**config.mk**
```make
export PLATFORM = sky130hd
export DESIGN_NAME = delay_pipe_flat
export DESIGN_NICKNAME = d
export VERILOG_FILES = /design/src/rtl/delay_pipe_pkg.sv /design/src/rtl/delay_pipe_if.sv /design/src/rtl/delay_pipe_stage.sv /design/src/rtl/delay_pipe.sv /design/src/flat_wrapper.sv
export SDC_FILE = /design/constraint.sdc
export NUM_CORES = 1
export LEC_CHECK = 0
export CORE_UTILIZATION = 38
export CTS_BUF_LIST = sky130_fd_sc_hd__clkbuf_8
export CTS_CLUSTER_DIAMETER = 100
export CTS_CLUSTER_SIZE = 14
export DETAILED_ROUTE_END_ITERATION = 10
export HOLD_SLACK_MARGIN = 0.12
export PLACE_DENSITY = 0.66
export SYNTH_ARGS = -nofsm -noshare
export SYNTH_HDL_FRONTEND = slang
export SYNTH_SLANG_ARGS = --single-unit
```
**constraint.sdc**
```tcl
create_clock -name clk -period 2.8 [get_ports clk]
set_input_delay 0.56 -clock clk [delete_from_list [all_inputs] [get_ports clk]]
set_output_delay 0.56 -clock clk [all_outputs]
set_load 0.1 [all_outputs]
```
**src/rtl/delay_pipe_pkg.sv**
```systemverilog
// rtl/delay_pipe_pkg.sv - shared limits and helpers for the delay pipe
package delay_pipe_pkg;

    // Legal range for the number of register stages.
    localparam int DP_DEPTH_MIN = 1;
    localparam int DP_DEPTH_MAX = 16;

    // Bits needed to count 0..depth valid stages inclusive.
    function automatic int dp_occ_w(input int depth);
        return $clog2(depth + 1);
    endfunction

endpackage

```
**src/rtl/delay_pipe_if.sv**
```systemverilog
// rtl/delay_pipe_if.sv - valid/ready stream bundle for the delay pipe
//
// Signals:
//   in_valid/in_data/in_ready    upstream beat handshake
//   out_valid/out_data/out_ready downstream beat handshake
// Modports:
//   master - the environment driving the pipe (upstream source + downstream sink)
//   slave  - the delay pipe itself
interface delay_pipe_if #(
    parameter int WIDTH = 8
) ();
    logic             in_valid;
    logic [WIDTH-1:0] in_data;
    logic             in_ready;
    logic             out_valid;
    logic [WIDTH-1:0] out_data;
    logic             out_ready;

    modport master (
        output in_valid,
        output in_data,
        input  in_ready,
        input  out_valid,
        input  out_data,
        output out_ready
    );

    modport slave (
        input  in_valid,
        input  in_data,
        output in_ready,
        output out_valid,
        output out_data,
        input  out_ready
    );
endinterface

```
**src/rtl/delay_pipe_stage.sv**
```systemverilog
// rtl/delay_pipe_stage.sv - one valid/data register stage with ready chaining
//
// Ports:
//   clk, rst_n    clock, asynchronous active-low reset
//   flush_i       clear the valid at the next edge, data untouched
//   up_valid_i    valid from the previous stage (or the pipe input)
//   up_data_i     data from the previous stage (or the pipe input)
//   dn_rdy_i      ready from the next stage (or the pipe output)
//   rdy_o         this stage can take a beat: empty, or its beat is leaving
//   v_o, d_o      registered valid and data of this stage
module delay_pipe_stage #(
    parameter int WIDTH = 8
) (
    input  logic             clk,
    input  logic             rst_n,
    input  logic             flush_i,
    input  logic             up_valid_i,
    input  logic [WIDTH-1:0] up_data_i,
    input  logic             dn_rdy_i,
    output logic             rdy_o,
    output logic             v_o,
    output logic [WIDTH-1:0] d_o
);

    logic             v_q, v_d;
    logic [WIDTH-1:0] d_q, d_d;

    // An empty stage always accepts, which is what lets bubbles collapse
    // while the output is stalled.
    assign rdy_o = !v_q || dn_rdy_i;

    always_comb begin
        v_d = v_q;
        d_d = d_q;
        if (flush_i) begin
            // Flush drops every beat, including one arriving this cycle;
            // data registers are left as they are.
            v_d = 1'b0;
        end else if (rdy_o) begin
            v_d = up_valid_i;
            if (up_valid_i) begin
                d_d = up_data_i;
            end
        end
    end

    always_ff @(posedge clk or negedge rst_n) begin
        if (!rst_n) begin
            v_q <= 1'b0;
            d_q <= '0;
        end else begin
            v_q <= v_d;
            d_q <= d_d;
        end
    end

    assign v_o = v_q;
    assign d_o = d_q;

endmodule

```
**src/rtl/delay_pipe.sv**
```systemverilog
// rtl/delay_pipe.sv - DEPTH-stage valid/ready register pipe with bubble collapse
//
// Optional feature macro: DELAY_PIPE_OCC_EN (adds the occupancy port/counter).
//
// Ports:
//   clk        rising-edge clock
//   rst_n      asynchronous active-low reset (release synchronised outside)
//   flush      synchronous clear of all stage valids
//   bus        delay_pipe_if.slave: in_valid/in_data/in_ready upstream,
//              out_valid/out_data/out_ready downstream
//   occupancy  number of valid stages (only with DELAY_PIPE_OCC_EN)
module delay_pipe
    import delay_pipe_pkg::*;
#(
    parameter int WIDTH = 8,
    parameter int DEPTH = 2
) (
    input  logic                         clk,
    input  logic                         rst_n,
    input  logic                         flush,
    delay_pipe_if.slave                  bus
`ifdef DELAY_PIPE_OCC_EN
    ,
    output logic [dp_occ_w(DEPTH)-1:0]   occupancy
`endif
);

    if (DEPTH < DP_DEPTH_MIN || DEPTH > DP_DEPTH_MAX) begin : g_depth_illegal
        $error("delay_pipe: DEPTH out of range");
    end

    logic             v     [DEPTH];
    logic [WIDTH-1:0] d     [DEPTH];
    logic             up_v  [DEPTH];
    logic [WIDTH-1:0] up_d  [DEPTH];
    logic             rdy   [DEPTH+1];

    // The ready chain runs from the output back to the input.
    assign rdy[DEPTH]   = bus.out_ready;
    assign bus.in_ready = rdy[0];

    for (genvar i = 0; i < DEPTH; i++) begin : g_stage
        if (i == 0) begin : g_head
            assign up_v[i] = bus.in_valid;
            assign up_d[i] = bus.in_data;
        end else begin : g_body
            assign up_v[i] = v[i-1];
            assign up_d[i] = d[i-1];
        end

        delay_pipe_stage #(
            .WIDTH (WIDTH)
        ) u_stage (
            .clk        (clk),
            .rst_n      (rst_n),
            .flush_i    (flush),
            .up_valid_i (up_v[i]),
            .up_data_i  (up_d[i]),
            .dn_rdy_i   (rdy[i+1]),
            .rdy_o      (rdy[i]),
            .v_o        (v[i]),
            .d_o        (d[i])
        );
    end

    assign bus.out_valid = v[DEPTH-1];
    assign bus.out_data  = d[DEPTH-1];

`ifdef DELAY_PIPE_OCC_EN
    localparam int OCC_W = dp_occ_w(DEPTH);

    logic             in_xfer;
    logic             out_xfer;
    logic [OCC_W-1:0] occ_q, occ_d;

    assign in_xfer  = bus.in_valid  && rdy[0];
    assign out_xfer = v[DEPTH-1]    && bus.out_ready;

    always_comb begin
        occ_d = occ_q;
        if (flush) begin
            occ_d = '0;
        end else if (in_xfer && !out_xfer) begin
            // Saturate rather than wrap; the ready chain already keeps
            // the count within 0..DEPTH.
            if (occ_q != OCC_W'(DEPTH)) begin
                occ_d = occ_q + 1'b1;
            end
        end else if (out_xfer && !in_xfer) begin
            if (occ_q != '0) begin
                occ_d = occ_q - 1'b1;
            end
        end
    end

    always_ff @(posedge clk or negedge rst_n) begin
        if (!rst_n) begin
            occ_q <= '0;
        end else begin
            occ_q <= occ_d;
        end
    end

    assign occupancy = occ_q;
`endif

endmodule

```
**src/flat_wrapper.sv**
```systemverilog
// flat-port wrapper written by rule: the top's interface ports become plain ports
module delay_pipe_flat import delay_pipe_pkg::*;
#(
    parameter int WIDTH = 8,
    parameter int DEPTH = 2
)
  (clk, rst_n, flush, bus_in_valid, bus_in_data, bus_in_ready, bus_out_valid, bus_out_data, bus_out_ready);
  delay_pipe_if #(.WIDTH(WIDTH)) bus_i ();
  input  logic clk;
  input  logic rst_n;
  input  logic flush;
  input wire logic [$bits(bus_i.in_valid)-1:0] bus_in_valid;
  input wire logic [$bits(bus_i.in_data)-1:0] bus_in_data;
  output wire logic [$bits(bus_i.in_ready)-1:0] bus_in_ready;
  output wire logic [$bits(bus_i.out_valid)-1:0] bus_out_valid;
  output wire logic [$bits(bus_i.out_data)-1:0] bus_out_data;
  input wire logic [$bits(bus_i.out_ready)-1:0] bus_out_ready;
  assign bus_i.in_valid = bus_in_valid;
  assign bus_i.in_data = bus_in_data;
  assign bus_in_ready = bus_i.in_ready;
  assign bus_out_valid = bus_i.out_valid;
  assign bus_out_data = bus_i.out_data;
  assign bus_i.out_ready = bus_out_ready;
  delay_pipe #(.WIDTH(WIDTH), .DEPTH(DEPTH)) u_core (.clk(clk), .rst_n(rst_n), .flush(flush), .bus(bus_i));
endmodule
```
==> metrics.txt <==
via count 428; Tcrit/Tclk final 74.3%; Max Fclk 0.481 GHz; Compound-Gate Fraction of Synth Area 0.660%; first-pass GRT wire length 1740 microns; setup TNS 0 ns; vias in the first global route 437; WS Path Type in -> out; min cycle time layout 2.08 ns; post-DP HPWL 791 microns; CORE AREA 1800 sq um; multiplexer share of the synthesized area 23.8%; Post-CTS Resized 0; Final GP Congestion 0.681; # rows 15; cts hold-fix bufs 0; crit-path leading delay family buffers and inverters; n_diodes 0; critical path fanouts, max 3; CP cell instances clkdlybuf4s50_1 -> nand3b_1 -> buf_12; Max Cap Viol 0; largest family of logic cells by synthesized area multiplexers; Avg Cell Area, Syn 15.2 sq um; LEAKAGE 0.435 nW; initial DRC count 1; power per cell area 963 nW/um^2; Ports 23; worst skew pair latency 0.25 ns; Final #Nets 82; critical path's largest stage delay 0.45 ns; via/cell ratio 4.60; Simple-Gate Fraction of Synth Area 7.76%; largest net degree at the start of global routing 19; Clock Tree Buf Depth 2; Setup WS post-layout 0.719 ns; Final Hold Viols 0; dpl ws 0.710 ns; post-detailed-route count of antenna-violating nets 0; commonest non-fill, non-tap cell in the layout dfrtp_1; Worst Tran Pin Value 0.770 ns; number of post-CTS setup repair buffers 0; number of H-tree levels 1; unrepaired setup endpoints after global routing no; Num CTS Buffers 3; worst min-delay path class reg -> reg; most frequent cells in the layout dfrtp_1 (17), mux2_2 (16), clkdlybuf4s50_1 (12), buf_4 (9), clkbuf_8 (4); ratio of cells with drive above 1 in the final layout 50.0%; Slew headroom 48.5%; Die Y 46.7 microns; arrival time worst endpoint 1.52 ns; WP data required 2.24 ns; number of distinct library cells after synthesis 10; slowest CP cell clkdlybuf4s50_1; Routed wire per std cell 11.3 microns; Initial Util 42.1%; die width 46.7 microns; aggregate global-route resource usage 12.1%; Synth Warn # 0; die area 2180 sq um; CTS sink count 18; Cell Area, Synth 758 sq um; DRC viols 0; clock root buffer clkbuf_8; XOR/XNOR Fraction of Synth Area 0%; Post-Synth Adder-Cell Area 0%; WP buf/inv 2; initial antenna violation count 0; Layout area overhead 31.0%; Seq/Total Area, Yosys 59.4%; Worst Skew 0.00132 ns; CTS tree built; I/O Buffers 22; synthesized net count 63; global route overflow 0; synthesis-stage register bit count 18; Synth Instances 50; drt total wl 1060 microns; Worst-path clk slew 0.06 ns; Worst VDD drop 0.502 mV; status finished, final reports clean; max-slew violations 0; Setup-failing EPs final 0; type of origin of the critical path input port; drt pass-1 iters 2; Setup crit end kind primary output
==> cells by family (layout without fill, tap and decap cells) <==
group | count (synthesis) | in the layout
compound gates | 1 | 1
buf+inv | 9 | 27
flops | 18 | 18
mux | 16 | 16
simple gates | 6 | 6
==> worst paths after layout <==
check	start	slack (ns)	end	cells past startpoint
max	bus_out_ready	0.72	bus_in_ready	3
min	u_core.g_stage[0].u_stage.d_o[1]	0.50	u_core.g_stage[1].u_stage.d_o[1]	1
max reg2reg	u_core.g_stage[1].u_stage.v_o	1.32	u_core.g_stage[1].u_stage.d_o[4]	3
min reg2reg	u_core.g_stage[0].u_stage.d_o[1]	0.50	u_core.g_stage[1].u_stage.d_o[1]	1
max in group asynchronous	rst_n	1.51	u_core.g_stage[1].u_stage.v_o	1
min in group asynchronous	rst_n	0.76	u_core.g_stage[1].u_stage.d_o[4]	1
==> sequential cells by signal, summed over array words and instances, names as in the netlist <==
register	cells
u_core.g_stage.u_stage.v_o	2
u_core.g_stage.u_stage.d_o	16
==> routing by layer <==
| metal | vias to the layer above | global-route usage, % | wire length [microns] |
|---|---|---|---|
| li1 | 198 | - | - |
| met3 | 0 | 7.06 | 55 |
| met4 | 0 | 3.43 | 0 |
| met2 | 13 | 20.0 | 546 |
| met1 | 217 | 13.0 | 453 |
| met5 | - | 0 | 0 |
==> synthesized netlist by cell type <==
library cell  instances  area (sq um)
nand3b_2              1          11.3
buf_4                 8          60.1
nor2b_4               1          13.8
nor2_1                2          7.51
nand3b_1              1          7.51
inv_1                 1          3.75
nor3b_4               1          18.8
a21oi_1               1          5.00
mux2_2               16           180
dfrtp_1              18           450
==> through the flow <==
step                power, W  hold WS (ns)  std cells  area [sq um]  utilization (%)
finish              0.000957         0.498         93           993             55.1
global route        0.000997         0.516         93           993             55.1
global placement    0.000760         0.485         89           938             52.1
CTS                 0.000969         0.501         93           993             55.1
detailed placement  0.000763         0.486         89           938             52.1
floorplan           0.000721         0.264         50           759                -
==> layout make-up <==
| cell class | instances | area [sq um] |
|---|---|---|
| Sequential cell | 18 | 452 |
| Tap cell | 25 | 31.3 |
| Timing Repair Buffer | 22 | 208 |
| Multi-Input combinational cell | 23 | 244 |
| Fill cell | 165 | 808 |
| Clock buffer | 4 | 55.1 |
| Inverter | 1 | 3.75 |
==> report_power, final <==
part	internal [W]	total (W)	switching [W]	leakage, nW
Sequential	0.000314	0.000339	0.0000244	0.214
Clock	0.000125	0.000203	0.0000782	0.0288
Combinational	0.000105	0.000415	0.000310	0.192
Note: power is estimated with default switching activity, not from simulation.
